### config.mk
export PLATFORM = sky130hd
export DESIGN_NAME = adc_capture
export DESIGN_NICKNAME = d
export VERILOG_FILES = /design/src/rtl/adc_pkg.sv /design/src/rtl/adc_sample_fifo.sv /design/src/rtl/adc_capture.sv
export SDC_FILE = /design/constraint.sdc
export NUM_CORES = 1
export LEC_CHECK = 0
export CAP_MARGIN = 10
export CORE_ASPECT_RATIO = 0.5
export CORE_MARGIN = 2
export CORE_UTILIZATION = 55
export CTS_CLUSTER_DIAMETER = 200
export DETAILED_ROUTE_END_ITERATION = 8
export PLACE_DENSITY = 0.88
export SYNTH_ARGS = -nofsm -noshare
export SYNTH_HDL_FRONTEND = slang
export SYNTH_SLANG_ARGS = --single-unit
### constraint.sdc
create_clock -name Clk -period 7.4 [get_ports Clk]
set_clock_uncertainty 0.1 [all_clocks]
set_input_delay 1.48 -clock Clk [delete_from_list [all_inputs] [get_ports Clk]]
set_output_delay 1.48 -clock Clk [all_outputs]
set_load 0.02 [all_outputs]
### src/rtl/adc_pkg.sv
// Shared constants, lane layout and helpers for the audio ADC capture path.
package adc_pkg;

    localparam int ADC_FRAME_W = 32;
    localparam int LANE_L_MSB  = 31;
    localparam int LANE_R_MSB  = 15;
    localparam int LANE_W      = 16;

    // Full-width stereo lane pair as it arrives in a codec frame.
    typedef struct packed {
        logic [LANE_W-1:0] left;
        logic [LANE_W-1:0] right;
    } stereo_lane_t;

    // Magnitude of a w-bit two's complement sample (sign-extended into v);
    // the most negative value clamps to 2^(w-1)-1 so it stays representable.
    function automatic logic [LANE_W-1:0] sat_abs(input logic [LANE_W-1:0] v, input int w);
        logic signed [LANE_W:0] mag;
        logic signed [LANE_W:0] lim;
        mag = v[LANE_W-1] ? -{v[LANE_W-1], v} : {v[LANE_W-1], v};
        lim = (17'sd1 <<< (w - 1)) - 17'sd1;
        return (mag > lim) ? lim[LANE_W-1:0] : mag[LANE_W-1:0];
    endfunction

endpackage

### src/rtl/adc_sample_fifo.sv
// Synchronous show-ahead FIFO: head word is registered and valid whenever count is nonzero.
module adc_sample_fifo #(
    parameter int WIDTH = 32,
    parameter int DEPTH = 8
) (
    input  logic                       clk,
    input  logic                       srst,
    input  logic                       push,
    input  logic [WIDTH-1:0]           din,
    input  logic                       pop,
    output logic [WIDTH-1:0]           dout,
    output logic                       empty,
    output logic                       full,
    output logic [$clog2(DEPTH):0]     count,
    output logic                       push_ok,
    output logic                       drop
);

    localparam int AW = $clog2(DEPTH);
    localparam int CW = AW + 1;

    logic [WIDTH-1:0] mem_q [DEPTH];
    logic [AW-1:0]    wr_ptr_q, wr_ptr_d;
    logic [AW-1:0]    rd_ptr_q, rd_ptr_d;
    logic [CW-1:0]    count_q, count_d;
    logic [WIDTH-1:0] dout_q, dout_d;
    logic             pop_ok;

    always_comb begin
        empty    = (count_q == '0);
        full     = (count_q == CW'(DEPTH));
        pop_ok   = pop & ~empty;
        // A full FIFO still takes a push when the head leaves in the same cycle.
        push_ok  = push & (~full | pop_ok);
        drop     = push & full & ~pop_ok;
        wr_ptr_d = wr_ptr_q + AW'(push_ok);
        rd_ptr_d = rd_ptr_q + AW'(pop_ok);
        count_d  = count_q + CW'(push_ok) - CW'(pop_ok);
        dout_d   = dout_q;
        if (count_d != '0) begin
            // New head is the incoming word when it lands on the next read slot.
            dout_d = (push_ok && (wr_ptr_q == rd_ptr_d)) ? din : mem_q[rd_ptr_d];
        end
    end

    always_ff @(posedge clk) begin
        if (push_ok) begin
            mem_q[wr_ptr_q] <= din;
        end
    end

    always_ff @(posedge clk) begin
        if (srst) begin
            wr_ptr_q <= '0;
            rd_ptr_q <= '0;
            count_q  <= '0;
            dout_q   <= '0;
        end else begin
            wr_ptr_q <= wr_ptr_d;
            rd_ptr_q <= rd_ptr_d;
            count_q  <= count_d;
            dout_q   <= dout_d;
        end
    end

    assign dout  = dout_q;
    assign count = count_q;

endmodule

### src/rtl/adc_capture.sv
// Audio ADC frame capture: synchronise the codec strobe, split lanes, buffer in a FIFO.
// Optional per-channel peak magnitude tracking is built when ADC_PEAK_EN is defined.
module adc_capture
    import adc_pkg::*;
#(
    parameter int SAMPLE_W    = 16,
    parameter int DEPTH       = 8,
    parameter int SYNC_STAGES = 2
) (
    input  logic                     Clk,
    input  logic                     Reset,
    input  logic                     AUD_INIT_FINISH,
    input  logic                     AUD_ADC_FULL,
    input  logic [ADC_FRAME_W-1:0]   ADCDATA,
    output logic [SAMPLE_W-1:0]      SAMPLE_L,
    output logic [SAMPLE_W-1:0]      SAMPLE_R,
    output logic                     SAMPLE_VALID,
    input  logic                     SAMPLE_READY,
    output logic [$clog2(DEPTH):0]   FIFO_COUNT,
    output logic                     OVERFLOW,
    input  logic                     OVF_CLR,
    output logic [SAMPLE_W-1:0]      PEAK_L,
    output logic [SAMPLE_W-1:0]      PEAK_R,
    input  logic                     PEAK_CLR
);

    typedef struct packed {
        logic [SAMPLE_W-1:0] left;
        logic [SAMPLE_W-1:0] right;
    } stereo_sample_t;

    logic [SYNC_STAGES-1:0] sync_q, sync_d;
    logic                   full_prev_q, full_prev_d;
    logic                   push_req;
    logic                   overflow_q, overflow_d;
    stereo_sample_t         frame_in;
    stereo_sample_t         head;
    logic [2*SAMPLE_W-1:0]  fifo_dout;
    logic                   fifo_empty;
    logic                   fifo_full;
    logic                   fifo_push_ok;
    logic                   fifo_drop;

    assign sync_d[0] = AUD_ADC_FULL;
    genvar gi;
    generate
        for (gi = 1; gi < SYNC_STAGES; gi++) begin : g_sync
            assign sync_d[gi] = sync_q[gi-1];
        end
    endgenerate

    always_comb begin
        full_prev_d = sync_q[SYNC_STAGES-1];
        push_req    = sync_q[SYNC_STAGES-1] & ~full_prev_q & AUD_INIT_FINISH;
        frame_in.left  = ADCDATA[LANE_L_MSB -: SAMPLE_W];
        frame_in.right = ADCDATA[LANE_R_MSB -: SAMPLE_W];
        overflow_d  = overflow_q;
        if (OVF_CLR) begin
            overflow_d = 1'b0;
        end
        if (fifo_drop) begin
            overflow_d = 1'b1;
        end
    end

    // All-ones reset keeps a strobe already high at reset release from looking like an edge.
    always_ff @(posedge Clk) begin
        if (Reset) begin
            sync_q      <= '1;
            full_prev_q <= 1'b1;
            overflow_q  <= 1'b0;
        end else begin
            sync_q      <= sync_d;
            full_prev_q <= full_prev_d;
            overflow_q  <= overflow_d;
        end
    end

    adc_sample_fifo #(
        .WIDTH (2*SAMPLE_W),
        .DEPTH (DEPTH)
    ) u_fifo (
        .clk     (Clk),
        .srst    (Reset),
        .push    (push_req),
        .din     (frame_in),
        .pop     (SAMPLE_READY),
        .dout    (fifo_dout),
        .empty   (fifo_empty),
        .full    (fifo_full),
        .count   (FIFO_COUNT),
        .push_ok (fifo_push_ok),
        .drop    (fifo_drop)
    );

    assign head         = fifo_dout;
    assign SAMPLE_L     = head.left;
    assign SAMPLE_R     = head.right;
    assign SAMPLE_VALID = ~fifo_empty;
    assign OVERFLOW     = overflow_q;

`ifdef ADC_PEAK_EN
    logic [SAMPLE_W-1:0] peak_l_q, peak_l_d;
    logic [SAMPLE_W-1:0] peak_r_q, peak_r_d;
    logic [LANE_W-1:0]   abs_l_full, abs_r_full;
    logic [SAMPLE_W-1:0] abs_l, abs_r;
    logic                unused_peak;

    always_comb begin
        abs_l_full = sat_abs(LANE_W'($signed(frame_in.left)), SAMPLE_W);
        abs_r_full = sat_abs(LANE_W'($signed(frame_in.right)), SAMPLE_W);
        abs_l      = abs_l_full[SAMPLE_W-1:0];
        abs_r      = abs_r_full[SAMPLE_W-1:0];
        peak_l_d   = peak_l_q;
        peak_r_d   = peak_r_q;
        if (fifo_push_ok) begin
            peak_l_d = (PEAK_CLR || (abs_l > peak_l_q)) ? abs_l : peak_l_q;
            peak_r_d = (PEAK_CLR || (abs_r > peak_r_q)) ? abs_r : peak_r_q;
        end else if (PEAK_CLR) begin
            peak_l_d = '0;
            peak_r_d = '0;
        end
    end

    always_ff @(posedge Clk) begin
        if (Reset) begin
            peak_l_q <= '0;
            peak_r_q <= '0;
        end else begin
            peak_l_q <= peak_l_d;
            peak_r_q <= peak_r_d;
        end
    end

    assign PEAK_L      = peak_l_q;
    assign PEAK_R      = peak_r_q;
    assign unused_peak = ^{ADCDATA, fifo_full, abs_l_full, abs_r_full};
`else
    logic unused_peak;
    assign PEAK_L      = '0;
    assign PEAK_R      = '0;
    assign unused_peak = ^{ADCDATA, fifo_full, fifo_push_ok, PEAK_CLR};
`endif

endmodule

==> results of run 1 <==
## worst max path at each step
stage,start,to,cells past startpoint
after floorplan,SAMPLE_READY,u_fifo.mem_q[4][0]$_DFFE_PP_,5
after global placement,SAMPLE_READY,u_fifo.dout[17]$_SDFFE_PP0P_,10
after detailed placement,SAMPLE_READY,u_fifo.dout[17]$_SDFFE_PP0P_,10
after CTS,SAMPLE_READY,u_fifo.dout[17]$_SDFFE_PP0P_,10
after global routing,AUD_INIT_FINISH,u_fifo.dout[17]$_SDFFE_PP0P_,10
final,SAMPLE_READY,u_fifo.dout[17]$_SDFFE_PP0P_,10
## metrics by stage
stage          utilization (%)  hold WS (ps)  setup WS (ps)  power, uW
2_1_floorplan                -           289           1230       3620
3_3_place_gp              61.3           292           1620       4050
3_5_place_dp              61.3           309           1520       4120
4_1_cts                   65.2           319           2000       5530
5_1_grt                   65.2           324           1710       5730
6_report                  65.2           312           1900       5530
## final cells by class
type | instances | area (um^2) | area share (%)
flip-flops and latches | 302 | 8610 | 59.9
inverters | 8 | 30.0 | 0.209
well taps | 300 | 375 | 2.61
clock inverters | 11 | 138 | 0.958
repair buffers | 92 | 873 | 6.08
multi-input cells | 349 | 3600 | 25.1
clock buffers | 37 | 732 | 5.10
## kinds of logic after synthesis
logic type / after synthesis
AOI/OAI and AO/OA: 103
muxes: 96
adders and majority gates: 11
and+or+nand+nor: 100
other: 1
xor gates and xnor gates: 7
buffers and inverters: 88
DFF: 302
## power groups by stage
stage                     registers [uW]  clock network, uW  logic, uW
final                               1990               1380       2150
after global routing                2000               1450       2270
after CTS                           1990               1390       2150
after detailed placement            2030                  0       2090
after global placement              2020                  0       2030
after floorplan                     2100                  0       1510
## metal layers
metal	wire length (um)	share of wire (%)
met1	10500	37
met2	14400	50
met3	2760	9.6
met4	1080	3.7
met5	13	0.045
## cell usage in the layout, fill, tap and decap left out, types with 4 or more instances in the layout
cell type / instances
clkbuf_1: 7
conb_1: 32
o21ai_0: 32
mux4_2: 64
nor3_1: 32
o31ai_2: 30
ha_1: 8
buf_4: 17
inv_1: 7
clkbuf_16: 26
a21oi_1: 34
xnor2_1: 4
clkinv_2: 4
nor2b_1: 40
dfxtp_1: 46
edfxtp_1: 256
nor2_1: 4
clkbuf_8: 4
mux2_2: 32
clkdlybuf4s50_1: 74
## flip-flops by register name, summed over array words and instances (netlist names)
register         cells
OVERFLOW             1
full_prev_q          1
sync_q               2
u_fifo.count         4
u_fifo.dout         32
u_fifo.mem_q       256
u_fifo.rd_ptr_q      3
u_fifo.wr_ptr_q      3
==> impl_results.md, run 1 <==
- Vias in the first global route: 7330
- Longest Clk Path Bufs: 3
- Worst EP required: 7660 ps
- Worst-skew pair later-pin latency: 530 ps
- Detail Placement HPWL: 14100 um
- Non-filler cells, final: 1099
- All-Layer GR Usage: 24.4%
- Max frequency: 0.182 GHz
- Syn. warnings: 0
- # fillers: 1334
- GR peak layer: met2
- RSZ-0062 raised after global routing: no
- Met2 GRT Util: 41.0%
- Maximum vdd drop: 0.362 mV
- Cells after Synth: 708
- Final Max Slew Viols: 0
- Synth Flop Type: edfxtp_1
- Int Power: 3700 uW
- Antenna cells: 0
- Pwr/cell area: 385 nW/um^2
- Hold_sp: sync_q[0]$_SDFF_PP1_
- Status: finished, final reports clean
- EDFF count, synth: 256
- Worst slew pin tran: 1210 ps
- Worst path arrival time: 5760 ps
- WL/cell: 26.2 um
- Worst flop-to-flop path endpoint: u_fifo.dout[17]$_SDFFE_PP0P_
- Via density: 6.38
- Layout Nets: 829
- Leak pwr: 0.00460 uW
- Post-synthesis simple-gate area fraction: 4.55%
- Clock Power Share: 25.1%
- Area of the die: 24100 um^2
- Hold-critical path endpoint: sync_q[1]$_SDFF_PP1_
- Met3 global-route usage: 4.91%
- Total negative slack: 0 ps
- Initial antenna violation count: 1
- Wirelength, routed: 28800 um
- Final Hold Viols: 0
- Num ports: 109
- Synth Area in Compound Gates: 6.15%
- Buf+Inv Stages, Crit Path: 2
- Yosys top cell area share: 61.3%
- Mux cell area share after synthesis: 14.4%
- Die span in x: 218 um
- Pin count of the biggest net entering global routing: 66
- Sw Ratio: 33.0%
- CP Cell Sequence: clkdlybuf4s50_1, nand2b_1, a31o_1, inv_2, ha_1, fa_1, or3b_1, a2111oi_4, or3_2, o31ai_1
- Hold-fix buffers, CTS: 0
- Mapped Avg Cell Area: 17.7 um^2
- Post-synth ARST share: 0%
- Startpoint Class: input pin
- Worst setup EP type: flop
- Initial Util: 57.0%
- Post-route cell area: 14400 um^2
- Clock sink count: 302
- CTS buffer count: 26
- DP Area: 13500 um^2
- Clk Tree Root Cell: clkbuf_16
- Flop2flop setup slack: 2650 ps
- 1st-iter DRT viols: 819
- Total number of vias: 7012
- Crit path max fanout: 35
- Total global routing overflow: 0
- CTS tree: built
- Headroom to the max-slew limit: 19.1%
- Setup CP Type: input pin to flop
- Port Buf Inserts: 75
- Final Wtd Congestion: 0.732
- Final period util: 74.3%
- Drt pass-1 iters: 5
- CP max-delay cell: or3_2
- FF-to-FF path depth: 11
- Combinational power share: 38.8%
- Area grow syn2layout: 14.5%
- Top cells by area, synth: edfxtp_1 61%, mux4_2 11%, dfxtp_1 7.3%, o31ai_2 3.0%, mux2_2 2.9%
- Seq/Total Area, Yosys: 68.6%
- Distinct cells, synth: 43
- P_sw: 1820 uW
- Postcts setup bufs: 0
- Row cnt: 38
- Largest family of logic cells by synthesized area: multiplexers
- Die height: 111 um
- Fin crit period: 5500 ps
- Syn Std Cell Area: 12500 um^2
- Routed Antenna Nets: 0
- CTS resizes: 0
- Commonest cells post-synth: 256 x edfxtp_1, 64 x mux4_2, 46 x dfxtp_1, 40 x nor2b_1
- Global-route wire length before repair: 44100 um
- Sequential Power Share: 36.1%
- Seq cells post-synth: 302
- Synthesized-area fraction occupied by adder cells: 1.16%
- Count of final setup violators: 0
- Worst reg2reg path startpoint: u_fifo.count[2]$_SDFF_PP0_
- Hold Path Class: flop to flop
- Layout cells sized above 1: 25.4%
- XOR/XNOR Fraction of Synth Area: 0.718%
- Core area: 22000 um^2
- GR Util met1: 31.2%
- Most numerous cell in the Yosys netlist: edfxtp_1
- H-Tree Depth: 1
- CP top delay family: simple AND/OR/NAND/NOR gates
- Worst stage delay on the critical path: 1000 ps
- Residual DRC: 0
- Area leader, netlist: edfxtp_1
- Cell total after placement: 1051
- Worst-path clk slew: 70 ps
- Max cap viols: 0
- Hold Path Stages: 1
No activity file was read; power rests on OpenSTA's default activity.
==> inputs of run 2 (changes only) <==
- CORE_UTILIZATION: 55 -> 52
- clock period: 7.4 -> 5 ns (I/O delays scaled with it)
==> run 2 against run 1 <==
- clock power increased by 41%
- critical endpoint is now u_fifo.dout[3]$_SDFFE_PP0P_
- total power grew 49%
- non-clock buffer count up 19
- largest cell class unchanged
- first-iteration DRC count increased by 23%
- sequential power grew 48%
- cell area is 0.87% higher
- critical path depth up 1
- critical path type unchanged
- global-route usage shrank 0.94 points
- register-to-register slack lost 1200 ps
==> impl_results.md, run 2 (synthesis gave the netlist of run 1 again) <==
- CP max-delay cell: clkdlybuf4s50_1 (was or3_2)
- Initial antenna violation count: 0 (was 1)
- Worst stage delay on the critical path: 470 ps (was 1000 ps)
- Hold Path Class: flop to flop (unchanged)
- Longest Clk Path Bufs: 3 (unchanged)
- Wirelength, routed: 29800 um (was 28800 um)
- CTS buffer count: 26 (unchanged)
- Hold-fix buffers, CTS: 0 (unchanged)
- Cell total after placement: 1085 (was 1051)
- WL/cell: 26.3 um (was 26.2 um)
- Drt pass-1 iters: 5 (unchanged)
- Total negative slack: 0 ps (unchanged)
- Total number of vias: 7200 (was 7012)
- Most frequent cells in the layout: 256 x edfxtp_1, 74 x clkdlybuf4s50_1, 64 x mux4_2, 46 x dfxtp_1, 40 x nor2b_1 (unchanged)
- Global-route wire length before repair: 44300 um (was 44100 um)
- Vias in the first global route: 7452 (was 7330)
- CP dominant cell by count: ha_1
- Clk Tree Root Cell: clkbuf_16 (unchanged)
- Count of final setup violators: 0 (unchanged)
- Non-filler cells, final: 1134 (was 1099)
- Layout Nets: 848 (was 829)
- Residual DRC: 0 (unchanged)
- Worst-skew pair later-pin latency: 530 ps (about the same)
- Final Wtd Congestion: 0.735 (was 0.732)
- Die height: 114 um (was 111 um)
- Maximum vdd drop: 0.298 mV (was 0.362 mV)
- Core area: 23800 um^2 (was 22000 um^2)
- Fin crit period: 3820 ps
- # fillers: 1543 (was 1334)
- Crit path max fanout: 16 (was 35)
- Initial Util: 52.6% (was 57.0%)
- Pin count of the biggest net entering global routing: 37 (was 66)
- All-Layer GR Usage: 23.5% (was 24.4%)
- Post-route cell area: 14500 um^2 (was 14400 um^2)
- Via density: 6.35 (was 6.38)
- H-Tree Depth: 1 (unchanged)
- Commonest non-fill, non-tap cell in the layout: edfxtp_1 (unchanged)
- Clock sink count: 302 (unchanged)
- Total power: 8210 uW (was 5530 uW)
- Max FFs per register: 256 (unchanged)
- Reg with most FFs: u_fifo.mem_q (unchanged)
- Leak pwr: 0.00467 uW (was 0.00460 uW)
- Status: finished, final reports clean (unchanged)
- Worst path arrival time: 4120 ps (was 5760 ps)
- Routed Antenna Nets: 0 (unchanged)
- Max cap viols: 0 (unchanged)
- Detail Placement HPWL: 16300 um (was 14100 um)
- Worst-path clk slew: 70 ps (about the same)
- 1st-iter DRT viols: 1010 (was 819)
- Num ports: 109 (unchanged)
- RSZ-0062 raised after global routing: no (unchanged)
- Final period util: 76.3%
- Register area: 8610 um^2 (unchanged)
- Layout cells sized above 1: 26.4% (was 25.4%)
- Worst setup EP type: flop (unchanged)
- CTS tree: built (unchanged)
- Die span in x: 224 um (was 218 um)
- Row cnt: 40 (was 38)
- Multi-input gate area in the final layout: 3620 um^2 (was 3600 um^2)
- Buf+Inv Stages, Crit Path: 3 (was 2)
- Headroom to the max-slew limit: 44.2% (was 19.1%)
- Postcts setup bufs: 0 (unchanged)
- Final Hold Viols: 0 (unchanged)
- Pwr/cell area: 567 nW/um^2 (was 385 nW/um^2)
- Fin Hold WS: 336 ps (was 312 ps)
- Area of the die: 25500 um^2 (was 24100 um^2)
- CTS resizes: 0 (unchanged)
- Worst slew pin tran: 834 ps (was 1210 ps)
- DP Area: 13700 um^2 (was 13500 um^2)
- Startpoint Class: input pin (unchanged)
- Area grow syn2layout: 15.5% (was 14.5%)
- Setup CP Type: input pin to flop (unchanged)
- Total global routing overflow: 0 (unchanged)
- Final Max Slew Viols: 0 (unchanged)
- Worst EP required: 5300 ps (was 7660 ps)
- CP top delay family: adder cells (was simple AND/OR/NAND/NOR gates)
- CP Cell Sequence: clkdlybuf4s50_1, and2_1, ha_1, inv_1, ha_1, fa_1, or3b_1, a2111oi_4, or3_2, buf_4, o31ai_2 (was clkdlybuf4s50_1, nand2b_1, a31o_1, inv_2, ha_1, fa_1, or3b_1, a2111oi_4, or3_2, o31ai_1)
- Max frequency: 0.262 GHz
- Port Buf Inserts: 75 (unchanged)
[run 2: routing by layer]
metal | vias to the layer above | wire length (um) | GRT usage, %
met2 | 605 | 15100 | 40.4
met1 | 3593 | 10300 | 29.5
met3 | 97 | 3360 | 4.53
li1 | 2905 | - | -
met5 | - | 0 | 0
met4 | 0 | 1110 | 10.5
[run 2: path summary, 6_finish.rpt]
check	start	endpoint	slack (ps)	cells after the start
worst max-delay path	SAMPLE_READY	u_fifo.dout[3]$_SDFFE_PP0P_	1180	11
worst min-delay path	sync_q[0]$_SDFF_PP1_	sync_q[1]$_SDFF_PP1_	340	1
worst min register to register	sync_q[0]$_SDFF_PP1_	sync_q[1]$_SDFF_PP1_	340	1
worst max register to register	u_fifo.count[2]$_SDFF_PP0_	u_fifo.dout[3]$_SDFFE_PP0P_	1430	13
[run 2: worst register-to-register path, stage by stage (launching register included)]
cell and delay (ps):
dfxtp_1 310, inv_1 100, ha_1 170, nand2_1 60
and2_1 210, ha_1 290, inv_1 40, ha_1 220
fa_1 510, or3b_1 440, a2111oi_4 340, or3_2 190
buf_4 300, o31ai_2 170
[run 2: per-stage QoR]
step | setup WS, ps | util [%]
after floorplan | 334 | -
final | 1180 | 60.8
after global placement | 756 | 57.4
after detailed placement | 671 | 57.4
after CTS | 1180 | 60.8
after global routing | 988 | 60.8
[run 2: power by group]
part           switching [uW]  total, uW  leakage (uW)  internal, uW
Clock                     865       1940      0.000392          1070
Sequential               83.2       2950       0.00268          2870
Combinational            1790       3320       0.00159          1540
[run 2: final cells by class]
class | count | area share (%)
diodes | 1 | 0.0173
clock buffers | 40 | 5.14
clock inverters | 8 | 0.415
inverters | 8 | 0.207
multi-input cells | 349 | 25.0
flip-flops and latches | 302 | 59.4
well taps | 315 | 2.72
repair buffers | 111 | 7.10
